==> src/rtl/event_seq_pkg.sv <==
// Shared types and constants for the ordered-event sequencer.
package event_seq_pkg;

  typedef enum logic [1:0] {
    IDLE,
    ARMED,
    DONE,
    ERR
  } state_t;

  localparam logic [1:0] ERR_NONE  = 2'b00;
  localparam logic [1:0] ERR_ORDER = 2'b01;
  localparam logic [1:0] ERR_TMO   = 2'b10;

endpackage

==> src/rtl/edge_rise_det.sv <==
// Rising-edge detector: registers the inputs and flags 0->1 transitions.
module edge_rise_det #(
  parameter int unsigned W = 4
) (
  input  logic         clk,
  input  logic         rstn,
  input  logic [W-1:0] ev,
  output logic [W-1:0] rise
);

  logic [W-1:0] ev_q;

  always_ff @(posedge clk or negedge rstn) begin
    if (!rstn) ev_q <= '0;
    else       ev_q <= ev;
  end

  assign rise = ev & ~ev_q;

endmodule

==> src/rtl/event_seq_fsm.sv <==
// Ordered-event sequencer: accepts rising edges of ev[0..N_EV-1] in order,
// each within TMO_CYC cycles of the previous, reporting progress and errors.
module event_seq_fsm
  import event_seq_pkg::*;
#(
  parameter int unsigned N_EV    = 4,
  parameter int unsigned TMO_W   = 8,
  parameter int unsigned TMO_CYC = 200,
  parameter int unsigned STRICT  = 1
) (
  input  logic                    clk,
  input  logic                    rstn,
  input  logic                    en,
  input  logic                    clr,
  input  logic [N_EV-1:0]         ev,
  output logic [$clog2(N_EV):0]   step,
  output logic                    busy,
  output logic                    done,
  output logic                    err,
  output logic [1:0]              err_code
);

  localparam int unsigned SW = $clog2(N_EV) + 1;

  state_t           state_q, state_d;
  logic [SW-1:0]    step_d;
  logic [TMO_W-1:0] timer_q, timer_d;
  logic [1:0]       code_d;
  logic [N_EV-1:0]  rise;
  logic [N_EV-1:0]  exp_mask;
  logic [N_EV-1:0]  others;
  logic             accept;

  edge_rise_det #(.W(N_EV)) u_edge (
    .clk  (clk),
    .rstn (rstn),
    .ev   (ev),
    .rise (rise)
  );

  // One-hot of the expected index; any other rise (including re-rise of an
  // already accepted bit) is out-of-order.
  always_comb begin
    exp_mask = '0;
    for (int unsigned i = 0; i < N_EV; i++) begin
      exp_mask[i] = (step == SW'(i));
    end
  end

  assign others = rise & ~exp_mask;
  assign accept = |(rise & exp_mask);

  always_comb begin
    state_d = state_q;
    step_d  = step;
    timer_d = timer_q;
    code_d  = err_code;
    case (state_q)
      IDLE: begin
        step_d  = '0;
        timer_d = '0;
        if (en && rise[0]) begin
          if ((STRICT != 0) && (|rise[N_EV-1:1])) begin
            state_d = ERR;
            code_d  = ERR_ORDER;
          end else begin
            state_d = ARMED;
            step_d  = SW'(1);
          end
        end
      end
      ARMED: begin
        if (!en) begin
          state_d = IDLE;
          step_d  = '0;
          timer_d = '0;
        end else if ((STRICT != 0) && (|others)) begin
          state_d = ERR;
          code_d  = ERR_ORDER;
        end else if (accept) begin
          step_d  = step + SW'(1);
          timer_d = '0;
          if (step == SW'(N_EV - 1)) state_d = DONE;
        end else if (timer_q == TMO_W'(TMO_CYC - 1)) begin
          state_d = ERR;
          code_d  = ERR_TMO;
        end else if (timer_q != '1) begin
          timer_d = timer_q + TMO_W'(1);
        end
      end
      DONE: begin
        state_d = IDLE;
        step_d  = '0;
        timer_d = '0;
      end
      ERR: begin
        if (clr) begin
          state_d = IDLE;
          step_d  = '0;
          timer_d = '0;
          code_d  = ERR_NONE;
        end
      end
      default: begin
        state_d = IDLE;
        step_d  = '0;
        timer_d = '0;
        code_d  = ERR_NONE;
      end
    endcase
  end

  always_ff @(posedge clk or negedge rstn) begin
    if (!rstn) begin
      state_q  <= IDLE;
      step     <= '0;
      timer_q  <= '0;
      busy     <= 1'b0;
      done     <= 1'b0;
      err      <= 1'b0;
      err_code <= ERR_NONE;
    end else begin
      state_q  <= state_d;
      step     <= step_d;
      timer_q  <= timer_d;
      busy     <= (state_d == ARMED);
      done     <= (state_d == DONE);
      err      <= (state_d == ERR);
      err_code <= code_d;
    end
  end

endmodule

==> config.mk <==
export PLATFORM = sky130hd
export DESIGN_NAME = event_seq_fsm
export DESIGN_NICKNAME = d
export VERILOG_FILES = /design/src/rtl/event_seq_pkg.sv /design/src/rtl/edge_rise_det.sv /design/src/rtl/event_seq_fsm.sv
export SDC_FILE = /design/constraint.sdc
export NUM_CORES = 1
export LEC_CHECK = 0
export ABC_CLOCK_PERIOD_IN_PS = 2700
export BUFFER_PORTS_ARGS = -buffer_cell sky130_fd_sc_hd__buf_2
export CAP_MARGIN = 20
export CORE_MARGIN = 2
export CORE_UTILIZATION = 44
export CTS_BUF_LIST = sky130_fd_sc_hd__clkbuf_16
export CTS_CLUSTER_SIZE = 28
export DETAILED_ROUTE_END_ITERATION = 7
export SLEW_MARGIN = 15
export SYNTH_ARGS = -nofsm -noshare
export SYNTH_HDL_FRONTEND = slang
export SYNTH_SLANG_ARGS = --single-unit
==> constraint.sdc <==
create_clock -name clk -period 2.7 [get_ports clk]
set_input_delay 0.27 -clock clk [delete_from_list [all_inputs] [get_ports clk]]
set_output_delay 0.27 -clock clk [all_outputs]
set_load 0.02 [all_outputs]
Yosys cells after proc, flatten, opt, wreduce, memory -nomap -nowiden
Cells that the tools add are included.

storage, ports and cells
  register bits after elaboration = 22
  bits of input ports = 8
  output and inout bits = 8
  logic and storage cells = 78

operators by class
  add/sub/neg operators = 2
  equality and inequality tests = 21
  mux-type cells = 31
  bitwise operators = 5
  reduce and logical (&&, ||, !) cells = 11

operator list
  kind                                            count
  two-way mux 8 bit                               6
  two-way mux 2 bit                               15
  one-hot mux 8 bit (3 select lines)              1
  bitwise AND 4 bit                               3
  two-way mux 3 bit                               4
  inequality test 3 bit (second input constant)   4
  one-hot mux 3 bit (4 select lines)              1
  adder 8 x 1 -> 8 bit (second input constant)    1
  == test 2 bit (second input constant)           4
  == test 8 bit (second input constant)           1
  inequality test 2 bit (second input constant)   4
  inequality test 4 bit (second input constant)   2
  inequality test 8 bit (second input constant)   1
  NOT 4 bit                                       2
  one-hot mux 2 bit (4 select lines)              1
  OR reduction 4 bit                              2
  AND reduction 7 bit                             1
  == test 3 x 2 -> 1 bit (second input constant)  2
  one-hot mux 2 bit (3 select lines)              1
  == test 2 x 1 -> 1 bit (second input constant)  2
  AND reduction 4 bit                             1
  adder 3 x 1 -> 3 bit (second input constant)    1
  == test 3 x 1 -> 1 bit (second input constant)  1
  zero test 3 bit                                 1
  other kinds (7)                                 8

Depth between registers and ports, before layout
Gate-level depths: netlist of the first run.

  depth after elaboration = 9
  mapped depth = 9
  mapped depth without buffers = 9

By module
A second synthesis of the first run with hierarchy kept.

unflattened totals
  cell total of the unflattened synthesis = 142
  area, all modules = 1,408.9 um^2

by module, submodules not included
  module         instances  cells each  area each (um^2)  sequential area each (um^2)
  event_seq_fsm  1          134         1,253.7           450.4
  edge_rise_det  1          8           155.1             100.1

Worst setup path after synthesis of the first run
Ideal clock, no wire load.

  path type = register to register
  from = register step[0]
  to = register timer_q[0]
  setup time = 0.118 ns
  arrival = 1.975 ns
  required time = 2.582 ns
  setup slack = 0.607 ns
  cell stages (with the launch flop) = 10
  path buffers = 1
  period minus slack after synthesis = 2.093 ns
  cells stage by stage = dfrtp_1 -> ha_1 -> ha_1 -> inv_1 -> a2bb2o_4 -> or3_4 -> nand3_2 -> buf_6 -> nor4_1 -> a21o_1

between the ends
  word-level cells in the longest chain between the ends = 7
  elaborated cells between the ends (all ways) = 17
  those cells by class = 6 x eq/ne; 4 x mux; 3 x bitwise; 4 x reduce/logical

RTL lines
  element                                         line                  RTL
  from (decl)                                     event_seq_fsm.sv:16   output logic [$clog2(N_EV):0] step,
  from (signal assigned)                          event_seq_fsm.sv:124  step <= step_d;
  == test 3 x 1 -> 1 bit (tied with other cells)  event_seq_fsm.sv:46   exp_mask[i] = (step == SW'(i));
  bitwise AND 4 bit                               event_seq_fsm.sv:51   assign accept = |(rise & exp_mask);
  OR reduction 4 bit                              event_seq_fsm.sv:51
  two-way mux 8 bit                               event_seq_fsm.sv:80   end else if (accept) begin
  two-way mux 8 bit                               event_seq_fsm.sv:77   end else if ((STRICT != 0) && (|others)) begin
  two-way mux 8 bit                               event_seq_fsm.sv:73   if (!en) begin
  one-hot mux 8 bit (3 select lines)              event_seq_fsm.sv:58   case (state_q)
  to (signal assigned)                            event_seq_fsm.sv:125  timer_q <= timer_d;
  to (decl)                                       event_seq_fsm.sv:27   logic [TMO_W-1:0] timer_q, timer_d;

Parallel ways exist; a longest one is shown, timed or not. The select of a mux whose other input is x is not followed.
A chain may end at the register's enable or synchronous reset.

Worst setup path after layout of the first run
  from = register step[0]
  to = register timer_q[7]

The elaborated chain is that of the path after synthesis.

==> impl_metrics.sql, run 1 <==
INSERT INTO impl_metrics (metric_group, metric, value, unit) VALUES
('run_status', 'status', 'finished clean', ''),
('timing', 'final_critical_path_setup_slack', '0.398', 'ns'),
('floorplan', 'initial_core_util', '45.6', '%'),
('timing', 'worst-slew-pin-transition', '0.496', 'ns'),
('critical_path', 'required', '2.88', 'ns'),
('cells_and_area', 'synthToLayoutAreaGrowth', '14.2', '%'),
('critical_path', 'timing.critical_path.from', 'step[0]', ''),
('critical_path', 'worstReg2RegStart', 'step[0]', ''),
('routing', 'routed_wirelength', '2650', 'µm'),
('cts', 'clkSlewWorstSetupHoldPaths', '0.06', 'ns'),
('cts', 'cts_inserted_buffers', '3', ''),
('power', 'peakVddDrop', '0.343', 'mV'),
('floorplan', 'die_area', '3580', 'µm²'),
('power', 'switching_power', '0.000419', 'W'),
('placed_design', 'place_congestion', '0.784', ''),
('timing', 'final_max_slew_viol_count', '0', ''),
('synthesis', 'synth_async_sr_flop_share', '100', '%'),
('routing', 'drtAntennaViolNets', '0', ''),
('hold_path', 'worst_hold_startpoint', 'ev[2]', ''),
('timing', 'max_freq', '0.434', 'GHz'),
('critical_path', 'worst_r2r_path_depth', '8', ''),
('timing', 'grt_setup_unrepaired', 'no', ''),
('synthesis', 'synth.yosys.warnings', '0', ''),
('cells_and_area', 'nNetsFinal', '177', ''),
('critical_path', 'cp-start-kind', 'flip-flop', ''),
('critical_path', 'timing_worst_setup_path_type', 'reg -> reg', ''),
('global_route', 'antenna_found_initial', '0', ''),
('power', 'share_of_power_burned_in_registers', '35.0', '%'),
('cts', 'clock-root-buffer', 'clkbuf_16', ''),
('global_route', 'grt_most_used_layer', 'met2', ''),
('synthesis', 'synth_edf_count', '0', ''),
('routing', 'vias_per_cell', '5.55', ''),
('synthesis', 'nets_in_the_synthesized_netlist', '157', ''),
('timing', 'finalHoldViolCount', '0', ''),
('cts', 'post_cts.repair.setup_buffers', '0', ''),
('timing', 'finClkSkew', '0.00180', 'ns'),
('placed_design', 'port_buffers', '15', ''),
('placed_design', 'place_ws', '0.445', 'ns'),
('hold_path', 'hold_depth', '1', ''),
('timing', 'finalCritPeriodShare', '85.2', '%'),
('power', 'static-leakage-power', '0.726', 'nW'),
('cts', 'cts_tree', 'done', ''),
('hold_path', 'timing.hold.worst.class', 'in -> reg', ''),
('routing', 'dr.first_iter.drc_count', '70', ''),
('timing', 'slew_headroom', '66.9', '%'),
('power', 'power_switching_share', '36.0', '%'),
('global_route', 'grt_remaining_overflow', '0', ''),
('global_route', 'grt_util_met3', '3.25', '%'),
('cells_and_area', 'final_cell_count_no_fill', '191', ''),
('routing', 'wl_per_cell', '13.9', 'µm'),
('global_route', 'first_global_vias', '1015', ''),
('floorplan', 'die_width', '59.8', 'µm'),
('cells_and_area', 'mostFrequentLayoutCells', '22 x dfrtp_1, 15 x buf_2, 13 x nor2_1', ''),
('timing', 'period_minus_slack', '2.30', 'ns'),
('floorplan', 'die_span_y', '59.8', 'µm'),
('hold_path', 'worst_hold_path_ep', 'u_edge.ev_q[2]', ''),
('cells_and_area', 'diodes', '0', ''),
('critical_path', 'setup.worst_path.end_class', 'flip-flop', ''),
('placed_design', 'place_hpwl', '2010', 'µm'),
('synthesis', 'synth_top_cell_by_area', 'dfrtp_1', ''),
('synthesis', 'synthCells', '139', ''),
('critical_path', 'critical_path.reg2reg.endpoint', 'timer_q[7]', ''),
('global_route', 'global_route.usage.met2', '28.6', '%'),
('synthesis', 'synth.distinct_cells', '47', ''),
('placed_design', 'place_inst', '186', ''),
('timing', 'setup_viol', '0', ''),
('cells_and_area', 'final_common_cell', 'dfrtp_1', ''),
('power', 'pwr-share-comb', '37.9', '%'),
('routing', 'vias_after_detailed_routing', '1060', ''),
('cts', 'clk_path_buf_depth', '2', ''),
('critical_path', 'reg_to_reg_setup_timing_slack', '0.40', 'ns');
how the worst max path moves through the flow:
stage,end,slack [ns],cells after the start
after floorplan,timer_q[0],0.61,9
after global placement,timer_q[7],0.46,8
after detailed placement,timer_q[7],0.45,8
after CTS,timer_q[7],0.41,8
after global routing,timer_q[7],0.23,8
final,timer_q[7],0.40,8
stage by stage:
stage | power, W | util, %
after floorplan | 0.000751 | -
after global placement | 0.000844 | 49.1
after detailed placement | 0.000854 | 49.1
after CTS | 0.00117 | 52.1
after global routing | 0.00124 | 52.1
final | 0.00116 | 52.1
area by class of cell:
cell class	count	area, µm²	share of cell area [%]
clock buffers	3	75.1	4.80
multi-input cells	104	763	48.8
flip-flops and latches	22	551	35.2
repair buffers	16	85.1	5.44
well taps	33	41.3	2.64
clock inverters	1	3.75	0.240
inverters	12	45.0	2.88
power by group through the flow:
| stage | registers, W | logic, W | clock network (W) |
|---|---|---|---|
| after global placement | 0.000412 | 0.000432 | 0 |
| after CTS | 0.000409 | 0.000443 | 0.000323 |
| after global routing | 0.000412 | 0.000498 | 0.000334 |
| after detailed placement | 0.000413 | 0.000441 | 0 |
| after floorplan | 0.000441 | 0.000310 | 0 |
| final | 0.000408 | 0.000441 | 0.000315 |
worst max-delay path: stages, from the launching register on:
cell and delay [ns]:
dfrtp_1 0.43, inv_1 0.10, ha_1 0.21, nor2b_1 0.22, o32ai_2 0.14, o21ai_2 0.21
nand3_2 0.23, or4_1 0.55, a21oi_1 0.14
cell usage after synthesis (all sizes together) (2+ instances only):
cell type,n
a21oi,8
and2,2
and3,3
dfrtp,22
ha,10
inv,12
mux2,2
nand2,9
nand2b,6
nand3,6
nor2,14
nor2b,5
nor3,3
o21ai,6
o22ai,2
o31ai,2
o32ai,2
or2,2
or3,2
or4,2
xor2,2
repair_timing:
item / CTS / global route
setup endpoints to repair: 0 / 0
hold buffers: 1 / 0
hold endpoints to repair: 22 / 0
state kept, by name (all words and copies together), names as in the netlist:
signal / count
timer_q: 8
u_edge.ev_q: 4
step: 3
err_code: 2
state_q: 2
busy: 1
done: 1
err: 1
per-layer routing:
layer	part of all wire, %	vias to the layer above
met5	0	-
met4	1.4	0
met3	2.6	4
met2	50	15
met1	46	505
li1	-	536
cell families (layout without fill, tap and decap cells):
kind of cell | Yosys count | in the layout | synth area share [%]
and+or+nand+nor | 59 | 59 | 24.8
AOI/OAI and AO/OA | 30 | 30 | 18.1
DFF | 22 | 22 | 40.2
buffers and inverters | 13 | 32 | 4.11
adders and majority gates | 10 | 10 | 9.13
muxes | 3 | 3 | 2.37
xor gates and xnor gates | 2 | 2 | 1.28
(Power assumes the default switching activity.)
==> run 2, diff against run 1 <==
- ABC_AREA: default -> 1
- CAP_MARGIN: 20 -> default
==> impl_metrics.sql, run 2 <==
INSERT INTO impl_metrics (metric_group, metric, value, unit) VALUES
('cells_and_area', 'nNetsFinal', '240', ''),
('synthesis', 'synth_simple_gate_area_share', '37.2', '%'),
('cells_and_area', 'drive_gt1_share', '13.2', '%'),
('cells_and_area', 'diodes', '0', ''),
('timing', 'grt_setup_unrepaired', 'no', ''),
('placed_design', 'port_buffers', '15', ''),
('run_status', 'status', 'finished clean', ''),
('timing', 'final_max_slew_viol_count', '0', ''),
('synthesis', 'postSynth.topFlopCell', 'dfrtp_1', ''),
('synthesis', 'synth_top_cell_by_area', 'dfrtp_1', ''),
('cells_and_area', 'mostFrequentLayoutCells', '59 x nand2_1, 30 x inv_1, 23 x nor2_1, 23 x nand3_1, 22 x dfrtp_1', ''),
('global_route', 'first_pass_grt_wire_length', '5380', 'µm'),
('cts', 'clk_path_buf_depth', '2', ''),
('floorplan', 'num_rows', '21', ''),
('synthesis', 'yosysSeqAreaShare', '37.3', '%'),
('synthesis', 'synth.most_common_cell', 'nand2_1', ''),
('synthesis', 'synth.distinct_cells', '25', ''),
('synthesis', 'synth_edf_count', '0', ''),
('synthesis', 'synth_async_sr_flop_share', '100', '%'),
('timing', 'finalCritPeriodShare', '67.7', '%'),
('critical_path', 'cp_max_fo', '15', ''),
('synthesis', 'synth_top_cells_by_count', '59 x nand2_1, 30 x inv_1, 23 x nand3_1, 23 x nor2_1, 22 x dfrtp_1', ''),
('timing', 'finalHoldViolCount', '0', ''),
('synthesis', 'synthesis.area_per_instance', '7.24', 'µm²'),
('timing', 'setup_viol', '0', ''),
('synthesis', 'synthesis.area', '1480', 'µm²'),
('cells_and_area', 'synthToLayoutAreaGrowth', '13.3', '%'),
('synthesis', 'synth_adder_area_share', '8.47', '%'),
('power', 'power', '0.00133', 'W'),
('global_route', 'grtUsageTotal', '19.1', '%'),
('synthesis', 'portion_of_netlist_area_occupied_by_mux_cells', '0', '%'),
('critical_path', 'required', '2.85', 'ns'),
('timing', 'finClkSkew', '0.00247', 'ns'),
('timing', 'max_freq', '0.547', 'GHz'),
('routing', 'vias_after_detailed_routing', '1240', ''),
('cells_and_area', 'final_common_cell', 'nand2_1', ''),
('placed_design', 'place_ws', '0.882', 'ns'),
('run', 'maxCapViolations', '0', ''),
('cells_and_area', 'layout_top_registers', 'timer_q: 8 flops, u_edge.ev_q: 4 flops, step: 3 flops', ''),
('floorplan', 'die_width', '61.9', 'µm'),
('cts', 'clock-root-buffer', 'clkbuf_16', ''),
('floorplan', 'ioPinCount', '16', ''),
('critical_path', 'cp-start-kind', 'flip-flop', ''),
('cells_and_area', 'largest_register_ff_count', '8', ''),
('routing', 'detailed_routing_iteration_count_for_the_pre_antenna_repair_pass', '4', ''),
('cells_and_area', 'largest_register', 'timer_q', ''),
('routing', 'drtAntennaViolNets', '0', ''),
('synthesis', 'synth.area.top_cells', 'dfrtp_1 37%, nand2_1 15%, ha_1 8.5%, nand3_1 7.8%, inv_1 7.6%', ''),
('critical_path', 'timing_worst_setup_path_type', 'reg -> reg', ''),
('timing', 'total_negative_slack_for_setup_checks', '0', 'ns'),
('floorplan', 'initial_core_util', '45.0', '%'),
('synthesis', 'synthCells', '204', ''),
('placed_design', 'place_inst', '262', ''),
('routing', 'routed_wirelength', '3010', 'µm'),
('global_route', 'antenna_found_initial', '0', ''),
('cts', 'clkSlewWorstSetupHoldPaths', '0.06', 'ns'),
('synthesis', 'synth_register_bits', '22', ''),
('routing', 'drc', '0', ''),
('cts', 'clkSinkCount', '22', ''),
('global_route', 'first_global_vias', '1241', ''),
('synthesis', 'main_combinational_cell_family_by_area_after_synthesis', 'simple AND/OR/NAND/NOR gates', ''),
('placed_design', 'place_congestion', '0.893', ''),
('synthesis', 'synth-compound-area-share', '6.53', '%'),
('routing', 'vias_per_cell', '4.66', ''),
('cts', 'cts_tree', 'done', ''),
('placed_design', 'place_hpwl', '2310', 'µm'),
('hold_path', 'timing.hold.worst.class', 'in -> reg', ''),
('global_route', 'grt_max_degree', '23', ''),
('power', 'static-leakage-power', '0.929', 'nW'),
('synthesis', 'nets_in_the_synthesized_netlist', '222', ''),
('synthesis', 'synth_xor_area_share', '1.19', '%'),
('floorplan', 'fp.coreArea', '3280', 'µm²'),
('cts', 'cts.htree.levels', '1', ''),
('floorplan', 'die_area', '3830', 'µm²'),
('timing', 'period_minus_slack', '1.83', 'ns'),
('critical_path', 'arrival', '1.97', 'ns'),
('critical_path', 'setup.worst_path.end_class', 'flip-flop', ''),
('cts', 'clk-insertion-delay-late', '0.25', 'ns'),
('timing', 'worst_hold_slack', '0.134', 'ns'),
('power', 'power_per_cell_area', '794', 'nW/µm²'),
('timing', 'slew_headroom', '67.8', '%'),
('global_route', 'grt_remaining_overflow', '0', ''),
('synthesis', 'synthDominantCellAreaShare', '37.3', '%'),
('cts', 'postCtsResizedCells', '0', ''),
('cells_and_area', 'final_cell_count_no_fill', '266', ''),
('cts', 'cts_inserted_buffers', '3', ''),
('routing', 'dr.first_iter.drc_count', '50', ''),
('timing', 'final_critical_path_setup_slack', '0.872', 'ns'),
('timing', 'worst-slew-pin-transition', '0.483', 'ns'),
('power', 'peakVddDrop', '0.468', 'mV'),
('synthesis', 'synth.yosys.warnings', '0', ''),
('floorplan', 'die_span_y', '61.9', 'µm'),
('routing', 'wl_per_cell', '11.3', 'µm');
[run 2: cell types whose count changed in the layout (fill, tap and decap cells not counted), sizes merged, moves of 3 or more]
cell    change
a21oi       -4
and3        -3
inv        +19
nand2      +53
nand2b      -6
nand3      +19
nor2       +11
nor2b       -5
o21ai       +7
[run 2: kinds of logic after synthesis]
family                   after synthesis
XOR/XNOR                               2
adder cells (fa/ha/maj)               10
AO/OA/AOI/OAI                         17
buffers and inverters                 34
AND/OR/NAND/NOR                      119
flip-flops                            22
[run 2: final cells by class]
class | instances | area, µm²
Timing Repair Buffer | 16 | 85.1
Inverter | 31 | 116
Sequential cell | 22 | 551
Fill cell | 329 | 1610
Multi-Input combinational cell | 148 | 788
Clock buffer | 3 | 75.1
Tap cell | 46 | 57.6
[run 2: power breakdown]
part	switching (W)	internal (W)	total, W	leakage (nW)
logic	0.000397	0.000186	0.000582	0.604
clock network	0.000114	0.000196	0.000309	0.0370
registers	0.0000429	0.000394	0.000437	0.288
[run 2: worst max-delay path, cell delays in order, from the launching register on]
cell and delay (ns):
dfrtp_1 0.43, ha_1 0.22, ha_1 0.20, nand2_1 0.08, nand2_2 0.10, nor2_8 0.18, nand2_4 0.08, nand3_4 0.18
nand2_2 0.11, nand2_1 0.08, nand2_1 0.04
[run 2: routing by layer]
layer	GRT usage [%]	part of all wire, %
met1	27.5	54
met2	29.3	41
met3	2.69	3.2
met4	6.69	1.5
met5	0	0
[run 2: final timing paths]
check                      depth (start not counted)  slack (ns)   startpoint        endpoint
max                                               10        0.87      step[0]      timer_q[5]
min                                                1        0.13        ev[0]  u_edge.ev_q[0]
max reg2reg                                       10        0.87      step[0]      timer_q[5]
min reg2reg                                        2        0.48  err_code[0]     err_code[0]
max in group asynchronous                          2        1.86         rstn      timer_q[0]
min in group asynchronous                          2        0.51         rstn  u_edge.ev_q[1]
[run 2: per-stage QoR]
step | cell area (µm²) | util, %
3_5_place_dp | 1590 | 48.3
4_1_cts | 1670 | 50.9
2_1_floorplan | 1480 | -
3_3_place_gp | 1590 | 48.3
6_report | 1670 | 50.9
5_1_grt | 1670 | 50.9
[run 2: repair_timing]
action,4_1_cts,5_1_grt
endpoints found under the setup margin,0,0
setup buffers,0,0
hold buffers,1,0
hold endpoints to repair,22,0
